**src/rtl/spi_config_arbiter_pkg.sv**
```systemverilog
// Shared types and defaults for the two-requester SPI configuration arbiter.
package spi_config_arbiter_pkg;

  typedef enum logic [1:0] {
    IDLE  = 2'd0,
    SETUP = 2'd1,
    SHIFT = 2'd2,
    GAP   = 2'd3
  } state_t;

  localparam int REQ0 = 0;
  localparam int REQ1 = 1;

  localparam int DEFAULT_CLK_DIV    = 4;
  localparam int DEFAULT_WORD_WIDTH = 16;

  // Counter width for a modulo-n count; never collapses to zero bits.
  function automatic int cnt_width(input int n);
    return (n > 1) ? $clog2(n) : 1;
  endfunction

endpackage

```
**src/rtl/spi_word_shifter.sv**
```systemverilog
// Mode-0 MSB-first word engine: a CLK_DIV lead-in with sclk low, then
// WORD_WIDTH sclk periods (high half, low half), finished on the last cycle.
module spi_word_shifter
  import spi_config_arbiter_pkg::*;
#(
  parameter int CLK_DIV    = DEFAULT_CLK_DIV,
  parameter int WORD_WIDTH = DEFAULT_WORD_WIDTH
) (
  input  logic                  clk,
  input  logic                  reset,
  input  logic                  start,
  input  logic [WORD_WIDTH-1:0] tx_word,
  input  logic                  miso,
  output logic [WORD_WIDTH-1:0] rx_word,
  output logic                  finished,
  output logic                  sclk,
  output logic                  mosi
);

  localparam int DIV_W  = cnt_width(CLK_DIV);
  localparam int HALF_W = cnt_width(2 * WORD_WIDTH + 1);
  localparam logic [DIV_W-1:0]  DIV_LAST  = DIV_W'(CLK_DIV - 1);
  localparam logic [HALF_W-1:0] HALF_LAST = HALF_W'(2 * WORD_WIDTH);

  logic                  active;
  logic                  sclk_q;
  logic [DIV_W-1:0]      div_cnt;
  logic [HALF_W-1:0]     half_idx;
  logic [HALF_W-1:0]     half_nxt;
  logic                  half_end;
  logic [WORD_WIDTH-1:0] tx_sr;
  logic [WORD_WIDTH-1:0] rx_sr;

  // half_idx 0 is the lead-in; odd halves are sclk high, even halves low.
  assign half_end = active && (div_cnt == DIV_LAST);
  assign half_nxt = half_idx + 1'b1;
  assign finished = half_end && (half_idx == HALF_LAST);
  assign rx_word  = rx_sr;
  assign sclk     = sclk_q;
  assign mosi     = tx_sr[WORD_WIDTH-1];

  always_ff @(posedge clk) begin
    if (reset) begin
      active   <= 1'b0;
      sclk_q   <= 1'b0;
      div_cnt  <= '0;
      half_idx <= '0;
      tx_sr    <= '0;
      rx_sr    <= '0;
    end else if (start) begin
      active   <= 1'b1;
      sclk_q   <= 1'b0;
      div_cnt  <= '0;
      half_idx <= '0;
      tx_sr    <= tx_word;
      rx_sr    <= '0;
    end else if (finished) begin
      active   <= 1'b0;
      sclk_q   <= 1'b0;
      div_cnt  <= '0;
      half_idx <= '0;
      tx_sr    <= '0;
    end else if (half_end) begin
      div_cnt  <= '0;
      half_idx <= half_nxt;
      sclk_q   <= half_nxt[0];
      if (half_nxt[0]) begin
        rx_sr <= {rx_sr[WORD_WIDTH-2:0], miso};
      end else if (half_nxt != HALF_LAST) begin
        // the final fall leaves the LSB on mosi
        tx_sr <= {tx_sr[WORD_WIDTH-2:0], 1'b0};
      end
    end else if (active) begin
      div_cnt <= div_cnt + 1'b1;
    end
  end

endmodule

```
**src/rtl/spi_config_arbiter.sv**
```systemverilog
// Round-robin owner of one SPI master channel shared by two requesters;
// one word per grant, per-requester read-back and completion pulse.
module spi_config_arbiter
  import spi_config_arbiter_pkg::*;
#(
  parameter int CLK_DIV    = DEFAULT_CLK_DIV,
  parameter int WORD_WIDTH = DEFAULT_WORD_WIDTH,
  parameter int NUM_SLAVES = 2,
  parameter int SS_IDX_W   = 1
) (
  input  logic                  clk,
  input  logic                  reset,
  input  logic                  req0_valid,
  output logic                  req0_ready,
  input  logic [WORD_WIDTH-1:0] req0_data,
  input  logic [SS_IDX_W-1:0]   req0_slave,
  output logic [WORD_WIDTH-1:0] req0_rdata,
  output logic                  req0_done,
  input  logic                  req1_valid,
  output logic                  req1_ready,
  input  logic [WORD_WIDTH-1:0] req1_data,
  input  logic [SS_IDX_W-1:0]   req1_slave,
  output logic [WORD_WIDTH-1:0] req1_rdata,
  output logic                  req1_done,
  output logic                  sclk,
  output logic                  mosi,
  input  logic                  miso,
  output logic [NUM_SLAVES-1:0] ss_n,
  output logic                  busy,
  output logic [1:0]            grant,
  output state_t                dbg_state
);

  localparam int DIV_W = cnt_width(CLK_DIV);
  localparam logic [DIV_W-1:0] DIV_LAST = DIV_W'(CLK_DIV - 1);

  // Handshake: a word moves on the rising edge where reqN_valid && reqN_ready;
  // ready is offered only in IDLE and only to the arbitration winner.
  state_t                state, state_nxt;
  logic [DIV_W-1:0]      cnt;
  logic                  cnt_last;
  logic                  prio1;
  logic [1:0]            grant_q;
  logic [SS_IDX_W-1:0]   slave_q, slave_nxt;
  logic [NUM_SLAVES-1:0] ss_n_q, ss_dec;
  logic                  win0, win1, accept;
  logic [WORD_WIDTH-1:0] tx_word, rx_word;
  logic                  finished;
  logic                  done0_q, done1_q;
  logic [WORD_WIDTH-1:0] rdata0_q, rdata1_q;

  // prio1 set means requester 1 wins a tie (requester 0 was served last).
  assign win0       = req0_valid && (!req1_valid || !prio1);
  assign win1       = req1_valid && (!req0_valid || prio1);
  assign req0_ready = (state == IDLE) && !reset && win0;
  assign req1_ready = (state == IDLE) && !reset && win1;
  assign accept     = req0_ready || req1_ready;
  assign tx_word    = req1_ready ? req1_data : req0_data;
  assign slave_nxt  = !accept ? slave_q : (req1_ready ? req1_slave : req0_slave);
  assign cnt_last   = (cnt == DIV_LAST);

  always_comb begin
    state_nxt = state;
    case (state)
      IDLE:    if (accept)   state_nxt = SETUP;
      SETUP:   if (cnt_last) state_nxt = SHIFT;
      SHIFT:   if (finished) state_nxt = GAP;
      GAP:     if (cnt_last) state_nxt = IDLE;
      default: state_nxt = IDLE;
    endcase
  end

  // Out-of-range slave indices match no line, so the word runs unselected.
  always_comb begin
    ss_dec = '1;
    if (state_nxt == SETUP || state_nxt == SHIFT) begin
      for (int i = 0; i < NUM_SLAVES; i++) begin
        if (int'(slave_nxt) == i) ss_dec[i] = 1'b0;
      end
    end
  end

  always_ff @(posedge clk) begin
    if (reset) begin
      state    <= IDLE;
      cnt      <= '0;
      prio1    <= 1'b0;
      grant_q  <= '0;
      slave_q  <= '0;
      ss_n_q   <= '1;
      done0_q  <= 1'b0;
      done1_q  <= 1'b0;
      rdata0_q <= '0;
      rdata1_q <= '0;
    end else begin
      state   <= state_nxt;
      ss_n_q  <= ss_dec;
      slave_q <= slave_nxt;
      done0_q <= 1'b0;
      done1_q <= 1'b0;
      if (state_nxt != state || state == IDLE || state == SHIFT) cnt <= '0;
      else                                                       cnt <= cnt + 1'b1;
      if (accept) grant_q <= req1_ready ? 2'b10 : 2'b01;
      if (state == SHIFT && finished) begin
        done0_q <= grant_q[REQ0];
        done1_q <= grant_q[REQ1];
        if (grant_q[REQ0]) rdata0_q <= rx_word;
        if (grant_q[REQ1]) rdata1_q <= rx_word;
        prio1   <= grant_q[REQ0];
      end
      if (state == GAP && cnt_last) grant_q <= '0;
    end
  end

  spi_word_shifter #(
    .CLK_DIV    (CLK_DIV),
    .WORD_WIDTH (WORD_WIDTH)
  ) u_shifter (
    .clk      (clk),
    .reset    (reset),
    .start    (accept),
    .tx_word  (tx_word),
    .miso     (miso),
    .rx_word  (rx_word),
    .finished (finished),
    .sclk     (sclk),
    .mosi     (mosi)
  );

  assign ss_n       = ss_n_q;
  assign busy       = (state != IDLE);
  assign grant      = grant_q;
  assign req0_done  = done0_q;
  assign req1_done  = done1_q;
  assign req0_rdata = rdata0_q;
  assign req1_rdata = rdata1_q;
  assign dbg_state  = state;

endmodule

```
**config.mk**
```make
export PLATFORM = sky130hd
export DESIGN_NAME = spi_config_arbiter
export DESIGN_NICKNAME = d
export VERILOG_FILES = /design/src/rtl/spi_config_arbiter_pkg.sv /design/src/rtl/spi_word_shifter.sv /design/src/rtl/spi_config_arbiter.sv
export SDC_FILE = /design/constraint.sdc
export NUM_CORES = 1
export LEC_CHECK = 0
export BUFFER_PORTS_ARGS = -buffer_cell sky130_fd_sc_hd__buf_4
export CAP_MARGIN = 25
export CORE_ASPECT_RATIO = 0.9
export CORE_MARGIN = 1
export CORE_UTILIZATION = 40
export CTS_BUF_LIST = sky130_fd_sc_hd__clkbuf_2 sky130_fd_sc_hd__clkbuf_4 sky130_fd_sc_hd__clkbuf_8
export DETAILED_ROUTE_END_ITERATION = 12
export GPL_TIMING_DRIVEN = 0
export PLACE_DENSITY = 0.65
export SYNTH_ARGS = -nofsm -noshare
export SYNTH_HDL_FRONTEND = slang
export SYNTH_SLANG_ARGS = --single-unit
```
**constraint.sdc**
```tcl
create_clock -name clk -period 2.89 [get_ports clk]
set_clock_uncertainty 0.15 [all_clocks]
set_input_delay 0.578 -clock clk [delete_from_list [all_inputs] [get_ports clk]]
set_output_delay 0.578 -clock clk [all_outputs]
set_load 0.05 [all_outputs]
```
# After elaboration in Yosys (flattened, before gate mapping)
# Cells that the tools add are included.
word_totals:
  in_bits: 39
  reg_bits: 86
  wordCells: 86
  out_inout_bits: 45
op_classes:
  add_sub_neg: 3
  n_eq_ne: 11
  n_bitwise: 3
  reduce_logical: 35
  muxes: 18
op_table:
  columns: ["cell", "n"]
  rows:
  - ["two-way mux 16 bit", 6]
  - ["== test 2 bit, second input constant", 5]
  - ["two-way mux 2 bit", 5]
  - ["OR reduction 2 bit", 5]
  - ["logical AND 1 bit", 9]
  - ["one-hot mux 2 bit (4 select lines)", 1]
  - ["adder 6 x 1 -> 6 bit, second input constant", 1]
  - ["== test 6 bit, second input constant", 1]
  - ["logical OR 1 bit", 6]
  - ["two-way mux 1 bit", 6]
  - ["inequality test 6 bit, second input constant", 1]
  - ["AND reduction 3 bit", 2]
  - ["nonzero test 3 bit", 2]
  - ["adder 2 x 1 -> 2 bit, second input constant", 2]
  - ["== test 2 x 1 -> 1 bit, second input constant", 2]
  - ["logical NOT 1 bit", 4]
  - ["AND reduction 2 bit", 2]
  - ["nonzero test 2 bit", 2]
  - ["OR reduction 4 bit", 1]
  - ["inequality test 3 bit, second input constant", 1]
  - ["inverter 1 bit", 3]
  - ["OR reduction 3 bit", 1]
  - ["logical NOT 2 bit", 1]
  - ["inequality test 2 bit", 1]

# Longest topological paths before layout
# Gate-level depths: netlist of the first run.
depth:
  word_depth: 11
  mapped_depth: 10
  ltp_nobuf: 8

# Modules after synthesis
# A second synthesis of the first run with hierarchy kept.
unflattened:
  hier_cells: 469
  area_unflattened_um2: 3870.0
modules_own_cells:
  columns: ["module", "area_per_inst_um2", "seq_area_each_um2", "n_inst", "cells_each"]
  rows:
  - ["spi_config_arbiter", 1963.1, 880.8, 1, 248]
  - ["spi_word_shifter", 1906.8, 820.8, 1, 221]

# Least setup slack after synthesis of the first run
# Ideal clock, no wire load.
synth_timing:
  path_type: "register to register"
  start: "register state[1], in the netlist dbg_state[1]"
  end: "register u_shifter.tx_sr[10]"
  t_arrival_ns: 2.590
  required_time_ns: 2.660
  path_buffers: 4
  setup_time_ns: 0.080
  stages_incl_launch_ff: 10
  path_slack_ns: 0.069
  synth_period_minus_slack_ns: 2.821
  path_cell_list: "dfxtp_1 buf_2 or2_1 clkbuf_1 nor3_2 nor2_1 buf_2 clkbuf_1 a21oi_1 a211oi_2"
synth_between:
  elab_chain_cells: 6
  elab_cells_between_ends: 11
  classes_between: "eq/ne (1); mux (2); reduce/logical (8)"
synth_rtl:
  columns: ["item", "line_no", "rtl"]
  rows:
  - ["start, declared", "spi_config_arbiter.sv:39", "state_t state, state_nxt;"]
  - ["start signal, assigned", "spi_config_arbiter.sv:96", "state <= state_nxt;"]
  - ["logical NOT 2 bit (*)", "spi_config_arbiter.sv:55, spi_config_arbiter.sv:56", null]
  - ["logical AND 1 bit (*)", "spi_config_arbiter.sv:55, spi_config_arbiter.sv:56", null]
  - ["logical AND 1 bit (on tied branches)", "spi_config_arbiter.sv:55, spi_config_arbiter.sv:56", null]
  - ["logical OR 1 bit", "spi_config_arbiter.sv:57", "assign accept = req0_ready || req1_ready;"]
  - ["inequality test 3 bit (no source line) or nonzero test 3 bit (tied branches)", null, null]
  - ["AND reduction 3 bit (no source line)", null, null]
  - ["end signal, assigned", "spi_word_shifter.sv:55", "tx_sr <= tx_word;"]
  - ["end signal, assigned", "spi_word_shifter.sv:71", "tx_sr <= {tx_sr[WORD_WIDTH-2:0], 1'b0};"]
  - ["end, declared", "spi_word_shifter.sv:31", "logic [WORD_WIDTH-1:0] tx_sr;"]
# Mark *: on every way between the ends. The rest lies on a longest branch, timed or not.
# A chain may end at the register's enable or synchronous reset.

# Worst setup path in the final report of the first run
layout_timing:
  start: "register state[1], in the netlist dbg_state[1]"
  end: "output port req1_ready"
layout_between:
  elab_chain_cells: 3
layout_rtl:
  columns: ["item", "line_no", "rtl"]
  rows:
  - ["logical NOT 2 bit", "spi_config_arbiter.sv:56", "assign req1_ready = (state == IDLE) && !reset && win1;"]
  - ["logical AND 1 bit (2 in series)", "spi_config_arbiter.sv:56", null]
  - ["end, declared", "spi_config_arbiter.sv:20", "output logic req1_ready,"]
# Every way passes these cells.

==> results.txt, run 1 <==
----------------------------------------------------
[Logic synthesis]
  Net count after synthesis ... about 450
  Synth unique cells ... 44
  Top post-synthesis cells by area ... sky130_fd_sc_hd__dfxtp_1 47%, sky130_fd_sc_hd__mux2i_1 13%, sky130_fd_sc_hd__nand2_1 5.3%, sky130_fd_sc_hd__nor2_1 5.3%, sky130_fd_sc_hd__a21oi_1 4.9%
  Most instantiated flip-flop cell in the synthesis netlist ... sky130_fd_sc_hd__dfxtp_1
  Netlist Area Pre-Place ... between 0.003 and 0.004 sq mm
  Number of enable-type register cells in the synthesized netlist ... 0
  Post-synthesis sequential area ratio ... 0.466
  Mapped Avg Cell Area ... 9.08 sq um
  Number of synthesized register bits ... 85
  Cell accounting for the most synthesized area ... sky130_fd_sc_hd__dfxtp_1
  Area share of the largest cell type after synthesis ... 0.466
  Fraction of registers with async set or reset after synthesis ... 0
  Synthesized netlist cell count ... 402
  Yosys Warn Count ... 0

[STA]
  Pins Over Slew Limit ... 0
  Fin. Hold Viols ... 0
  Total Neg Setup Slack ... 0 ns
  Time the final worst path needs with I/O delays and setup ... between 2 and 3 ns
  Rel. slew slack ... 0.574
  Transition time at the pin with the least slew margin ... roughly 0.64 ns
  Share of the clock period used by the worst path ... 0.932
  Setup repair after global routing missed its margin ... false
  F_max ... 371 MHz
  Setup-failing EPs final ... 0

[CTS]
  Clock root buffer ... sky130_fd_sc_hd__clkbuf_8
  CTS tree ... yes
  Clock input transition at the sequential cells of the worst setup and hold paths ... ~0.09 ns
  Clk_lat worst skew ... 0.35 ns
  Clock H-tree levels ... 3
  CTS max path bufs ... 2
  Setup bufs post-CTS ... 0
  CTS sink count ... 85
  Number of instances resized during post-cts repair ... 0
  Hold buffers post-CTS ... 0
  Number of clock buffers inserted by TritonCTS ... 9

[Pwr]
  Static power due to leakage ... between 0.0015 and 0.002 uW
  Proportion of power drawn by combinational gates ... 0.102
  P per Cell Area ... approximately 500 mW/mm^2
  Proportion of total power due to net switching ... 0.255
  Net Sw Power ... 592 uW
  Maximum resistive drop on vdd ... approximately 340 uV
  Int Power ... 1730 uW
  Register share of total power ... 0.522
  Share of total power in the clock network ... 0.376

[Worst setup path]
  Type of the worst setup path ... register to output pin
  Worst Setup Start Kind ... register
  Highest fanout seen on the critical path ... 8
  Kind of end point of the critical path ... output pin
  Endpoint required time on the critical path ... about 2.2 ns
  Arrival time of the worst setup path ... ~2 ns

[Floorplan]
  Vert. Die Dim ... about 90 um
  Placement row count ... 32
  Starting density of the core ... 0.418
  Die ar. ... between 0.009 and 0.01 sq mm
  Core area ... 0.00873 sq mm
  Die span in x ... approximately 100 um
  I/O Pins ... 84

[Route]
  Detailed-route wire length per cell ... ~13 um
  Total Routed Length ... between 8000 and 9000 um
  DR pass1 iterations ... 4
  DRC violations left ... 0
  Via-per-instance ratio ... just under 5
  Vias post-DR ... 3039
  Drt first-iter violations ... 136
  Residual antenna-violating net count after detailed routing ... 0

[Cells and area]
  Final nets ... 540
  Commonest cells after routing, fill and taps aside ... 85 x sky130_fd_sc_hd__dfxtp_1, 83 x sky130_fd_sc_hd__buf_4, 52 x sky130_fd_sc_hd__nor2_1, 52 x sky130_fd_sc_hd__nand2_1, 46 x sky130_fd_sc_hd__mux2i_1
  Layout Utilization ... 0.531
  Area Overhead vs Synth ... 26.9%
  Number of antenna cells inserted ... 0
  Share of post-route cells with drive strength above 1 ... 0.263
  Design Area, Final ... 0.00463 sq mm
  Most common library cell in the layout ignoring fill and taps ... sky130_fd_sc_hd__dfxtp_1
  Post-Layout Cell Count ... 620

[Outcome]
  Result of the run ... completed

[Place]
  Dpl cells ... slightly above 600
  Final RePlAce weighted congestion ... roughly 0.79
  Area after DPL ... approximately 0.0044 sq mm
  Hpwl dp ... about 6000 um
  Count of input and output buffers ... between 80 and 90

[Global route]
  Vias in the first global route ... ~2.9k
  Initial antenna violation count ... 0
  Overall fraction of global-route tracks in use ... 0.183
  Overflow left after global routing ... 0
  Maximum number of pins on one net before global-route repair ... 16
  Wire length of the first global-routing pass ... between 10000 and 15000 um

[Job]
  Max cap viols ... 0

[Worst hold path]
  Worst min path class ... register to register

----------------------------------------------------
metal layers:
metal	vias to the layer above	wire [um]	GRT usage
met3	9	516	0.0423
met5	-	0	0
met2	84	3590	0.293
li1	1555	-	-
met1	1391	4050	0.240
met4	0	102	0.0595
sequential cells by signal, indices dropped and copies added, names as in the netlist:
name	flops
cnt	2
dbg_state	2
grant	2
prio1	1
req0_done	1
req0_rdata	16
req1_done	1
req1_rdata	16
slave_q	1
ss_n	2
u_shifter.active	1
u_shifter.div_cnt	2
u_shifter.half_idx	6
u_shifter.rx_word	16
u_shifter.tx_sr	16
per-stage QoR:
stage               power, uW  worst slack [ns]  hold slack (ns)
global route             2420            0.0879            0.311
detailed placement       1480             0.225            0.280
global placement         1470             0.230            0.263
finish                   2320             0.197            0.298
CTS                      2350             0.157            0.298
floorplan                1390            0.0693            0.255
logic make-up (layout without fill, tap and decap cells):
| family | Yosys count | after routing | share of synthesized area |
|---|---|---|---|
| buffers and inverters | 49 | 148 | 0.0583 |
| adders and majority gates | 5 | 5 | 0.0171 |
| muxes | 47 | 47 | 0.129 |
| DFF | 85 | 85 | 0.466 |
| AOI/OAI and AO/OA | 78 | 78 | 0.152 |
| xor gates and xnor gates | 6 | 6 | 0.0144 |
| and+or+nand+nor | 132 | 132 | 0.163 |
worst paths after layout:
check / slack, ns / startpoint / cells after the start / endpoint
setup reg to reg: 0.38 / dbg_state[1] / 10 / u_shifter.tx_sr[15]
hold / removal: 0.30 / cnt[0] / 1 / cnt[0]
setup / recovery: 0.20 / dbg_state[1] / 7 / req1_ready
hold reg to reg: 0.30 / cnt[0] / 1 / cnt[0]
Yosys cell counts (2+ instances only):
library cell	number
sky130_fd_sc_hd__dfxtp_1	85
sky130_fd_sc_hd__nand2_1	52
sky130_fd_sc_hd__nor2_1	52
sky130_fd_sc_hd__mux2i_1	46
sky130_fd_sc_hd__a21oi_1	36
sky130_fd_sc_hd__inv_1	22
sky130_fd_sc_hd__o2bb2ai_1	13
sky130_fd_sc_hd__clkbuf_1	12
sky130_fd_sc_hd__buf_2	11
sky130_fd_sc_hd__a211oi_2	10
sky130_fd_sc_hd__o21ai_0	6
sky130_fd_sc_hd__xor2_1	6
sky130_fd_sc_hd__ha_1	5
sky130_fd_sc_hd__nand2b_1	4
sky130_fd_sc_hd__a211oi_1	3
sky130_fd_sc_hd__nand3_1	3
sky130_fd_sc_hd__or2_2	3
sky130_fd_sc_hd__a221oi_1	2
sky130_fd_sc_hd__and2_4	2
sky130_fd_sc_hd__buf_1	2
sky130_fd_sc_hd__buf_6	2
sky130_fd_sc_hd__nor3_1	2
sky130_fd_sc_hd__nor3_2	2
power by group through the flow:
stage               combinational (uW)  sequential, uW  clock, uW
floorplan                          132            1260          0
global placement                   233            1240          0
detailed placement                 237            1240          0
CTS                                238            1210        902
global route                       258            1220        948
finish                             236            1210        874
worst max-delay path, cell delays in order, from the launching register on:
cell and delay (ns):
sky130_fd_sc_hd__dfxtp_1 0.32, sky130_fd_sc_hd__buf_2 0.17, sky130_fd_sc_hd__or2_1 0.23, sky130_fd_sc_hd__clkbuf_1 0.18, sky130_fd_sc_hd__nor2_1 0.16, sky130_fd_sc_hd__nand2b_1 0.16, sky130_fd_sc_hd__inv_1 0.17, sky130_fd_sc_hd__buf_4 0.22
area by class of cell:
type / instances / area [sq um]
plain buffers: 27 / 130
clock buffers: 10 / 138
clock inverters: 6 / 71.3
fillers: 842 / 4100
inverters: 22 / 82.6
multi-input cells: 268 / 1740
flip-flops and latches: 85 / 1700
well taps: 119 / 149
repair buffers: 83 / 623
No activity file was read; power rests on OpenSTA's default activity.
==> run 2, diff against run 1 <==
Settings changed: CORE_UTILIZATION 40 to 30, PLACE_DENSITY 0.65 to 0.53.
==> results.txt, run 2 (same netlist as run 1, synthesis figures left out) <==
----------------------------------------------------
[Outcome]
  Result of the run ... completed

[Route]
  Detailed-route wire length per cell ... between 10 and 15 um
  Vias post-DR ... 3004
  Drt first-iter violations ... 82
  Residual antenna-violating net count after detailed routing ... 0
  DRC violations left ... 0
  DR pass1 iterations ... 6
  Via-per-instance ratio ... between 4 and 5
  Total Routed Length ... ~8700 um

[Pwr]
  Proportion of power drawn by combinational gates ... 0.103
  Proportion of total power due to net switching ... 0.256
  Net Sw Power ... approximately 590 uW
  Register share of total power ... 0.525
  Share of total power in the clock network ... 0.372
  Int Power ... approximately 1700 uW
  Static power due to leakage ... approximately 0.0020 uW
  Maximum resistive drop on vdd ... between 200 and 300 uV
  P per Cell Area ... between 400 and 500 mW/mm^2
  Tot Pwr ... about 2300 uW

[Global route]
  Global-route met2 utilization ... 0.220
  Wire length of the first global-routing pass ... roughly 14000 um
  Initial antenna violation count ... 0
  Vias in the first global route ... roughly 2.9k
  Met3 Usage GRT ... 0.0447
  Overflow left after global routing ... 0
  Global-route met1 utilization ... 0.193
  Maximum number of pins on one net before global-route repair ... 16
  Overall fraction of global-route tracks in use ... 0.144
  Most Crowded Layer GR ... met2

[Cells and area]
  Commonest cells after routing, fill and taps aside ... 85 x sky130_fd_sc_hd__dfxtp_1, 83 x sky130_fd_sc_hd__buf_4, 52 x sky130_fd_sc_hd__nor2_1, 52 x sky130_fd_sc_hd__nand2_1, 46 x sky130_fd_sc_hd__mux2i_1
  Number of antenna cells inserted ... 0
  Share of post-route cells with drive strength above 1 ... 0.263
  Most common library cell in the layout ignoring fill and taps ... sky130_fd_sc_hd__dfxtp_1
  Post-Layout Cell Count ... between 600 and 700
  Final nets ... between 500 and 600
  Area Overhead vs Synth ... 28.0%

[STA]
  Final worst slack ... ~0.18 ns
  Worst hold margin ... 0.285 ns
  Total Neg Setup Slack ... 0 ns
  Time the final worst path needs with I/O delays and setup ... about 2.7 ns
  Setup-failing EPs final ... 0
  Setup repair after global routing missed its margin ... false
  Fin. Hold Viols ... 0
  Transition time at the pin with the least slew margin ... between 0.6 and 0.7 ns
  Share of the clock period used by the worst path ... 0.939
  F_max ... ~370 MHz
  Pins Over Slew Limit ... 0
  Rel. slew slack ... 0.578

[Place]
  Setup Slack @ Placement ... between 0.08 and 0.09 ns
  Hpwl dp ... approximately 6300 um
  Count of input and output buffers ... 83
  Final RePlAce weighted congestion ... roughly 0.80
  Dpl cells ... between 600 and 700

[Floorplan]
  Placement row count ... 37
  Core area ... 0.0116 sq mm
  I/O Pins ... 84
  Die span in x ... 118 um
  Vert. Die Dim ... approximately 110 um
  Die ar. ... between 0.01 and 0.015 sq mm
  Starting density of the core ... 0.314

[Worst setup path]
  Kind of end point of the critical path ... output pin
  Endpoint required time on the critical path ... approximately 2.2 ns
  Worst Setup Start Kind ... register
  Critical-path cell list ... buf_2 -> or2_1 -> clkbuf_1 -> nor2_1 -> nand2b_1 -> inv_1 -> buf_4
  Arrival time of the worst setup path ... approximately 2.0 ns
  Slowest-stage cell, CP ... sky130_fd_sc_hd__dfxtp_1
  Largest stage delay on the critical path ... between 0.3 and 0.4 ns
  Highest fanout seen on the critical path ... 8
  Type of the worst setup path ... register to output pin

[CTS]
  Clock input transition at the sequential cells of the worst setup and hold paths ... about 0.090 ns
  Clock H-tree levels ... 3
  Setup bufs post-CTS ... 0
  CTS sink count ... 85
  Hold buffers post-CTS ... 0
  Number of clock buffers inserted by TritonCTS ... 9
  Number of instances resized during post-cts repair ... 0
  CTS max path bufs ... 2
  CTS tree ... yes
  Clock root buffer ... sky130_fd_sc_hd__clkbuf_8
  Clk_lat worst skew ... ~0.36 ns

[Worst hold path]
  Worst min path class ... register to register

[Job]
  Max cap viols ... 0

----------------------------------------------------
## run 2: cell types whose count changed in the layout (fill, tap and decap cells not counted), sizes merged
cell	before	now
inv	23	24
clkinv	3	2
## run 2: per-layer routing
layer / routed length (um) / part of all wire
met5: 0 / 0
met3: 566 / 0.065
met1: 4440 / 0.51
met2: 3640 / 0.42
met4: 94 / 0.011
## run 2: power groups by stage
stage / Sequential (uW) / Combinational [uW] / Clock, uW
floorplan: 1260 / 132 / 0
global placement: 1240 / 236 / 0
finish: 1210 / 237 / 860
global route: 1220 / 259 / 942
CTS: 1210 / 240 / 892
detailed placement: 1240 / 239 / 0
## run 2: final timing paths
kind,depth (start not counted),endpoint,from,slack (ns)
worst max-delay path,7,req1_ready,dbg_state[1],0.18
worst min-delay path,1,cnt[0],cnt[0],0.29
worst max register to register,9,u_shifter.rx_word[15],u_shifter.half_idx[0],0.34
worst min register to register,1,cnt[0],cnt[0],0.29
## run 2: worst max-delay path, delay by kind of cell, from the launching register on
kind / cells / cell delay (ns)
buffers and inverters: 4 / 0.76
DFF: 1 / 0.32
and+or+nand+nor: 3 / 0.54
## run 2: cell type report
type / instances / area [sq um]
well taps: 156 / 195
fillers: 1194 / 6950
multi-input cells: 268 / 1740
repair buffers: 83 / 623
flip-flops and latches: 85 / 1700
plain buffers: 27 / 130
clock buffers: 10 / 131
inverters: 22 / 82.6
clock inverters: 6 / 71.3
## run 2: per-stage QoR
step,cell area (sq um),util
finish,4670,0.402
global placement,4470,0.385
CTS,4670,0.402
global route,4670,0.402
floorplan,3650,-
detailed placement,4470,0.385
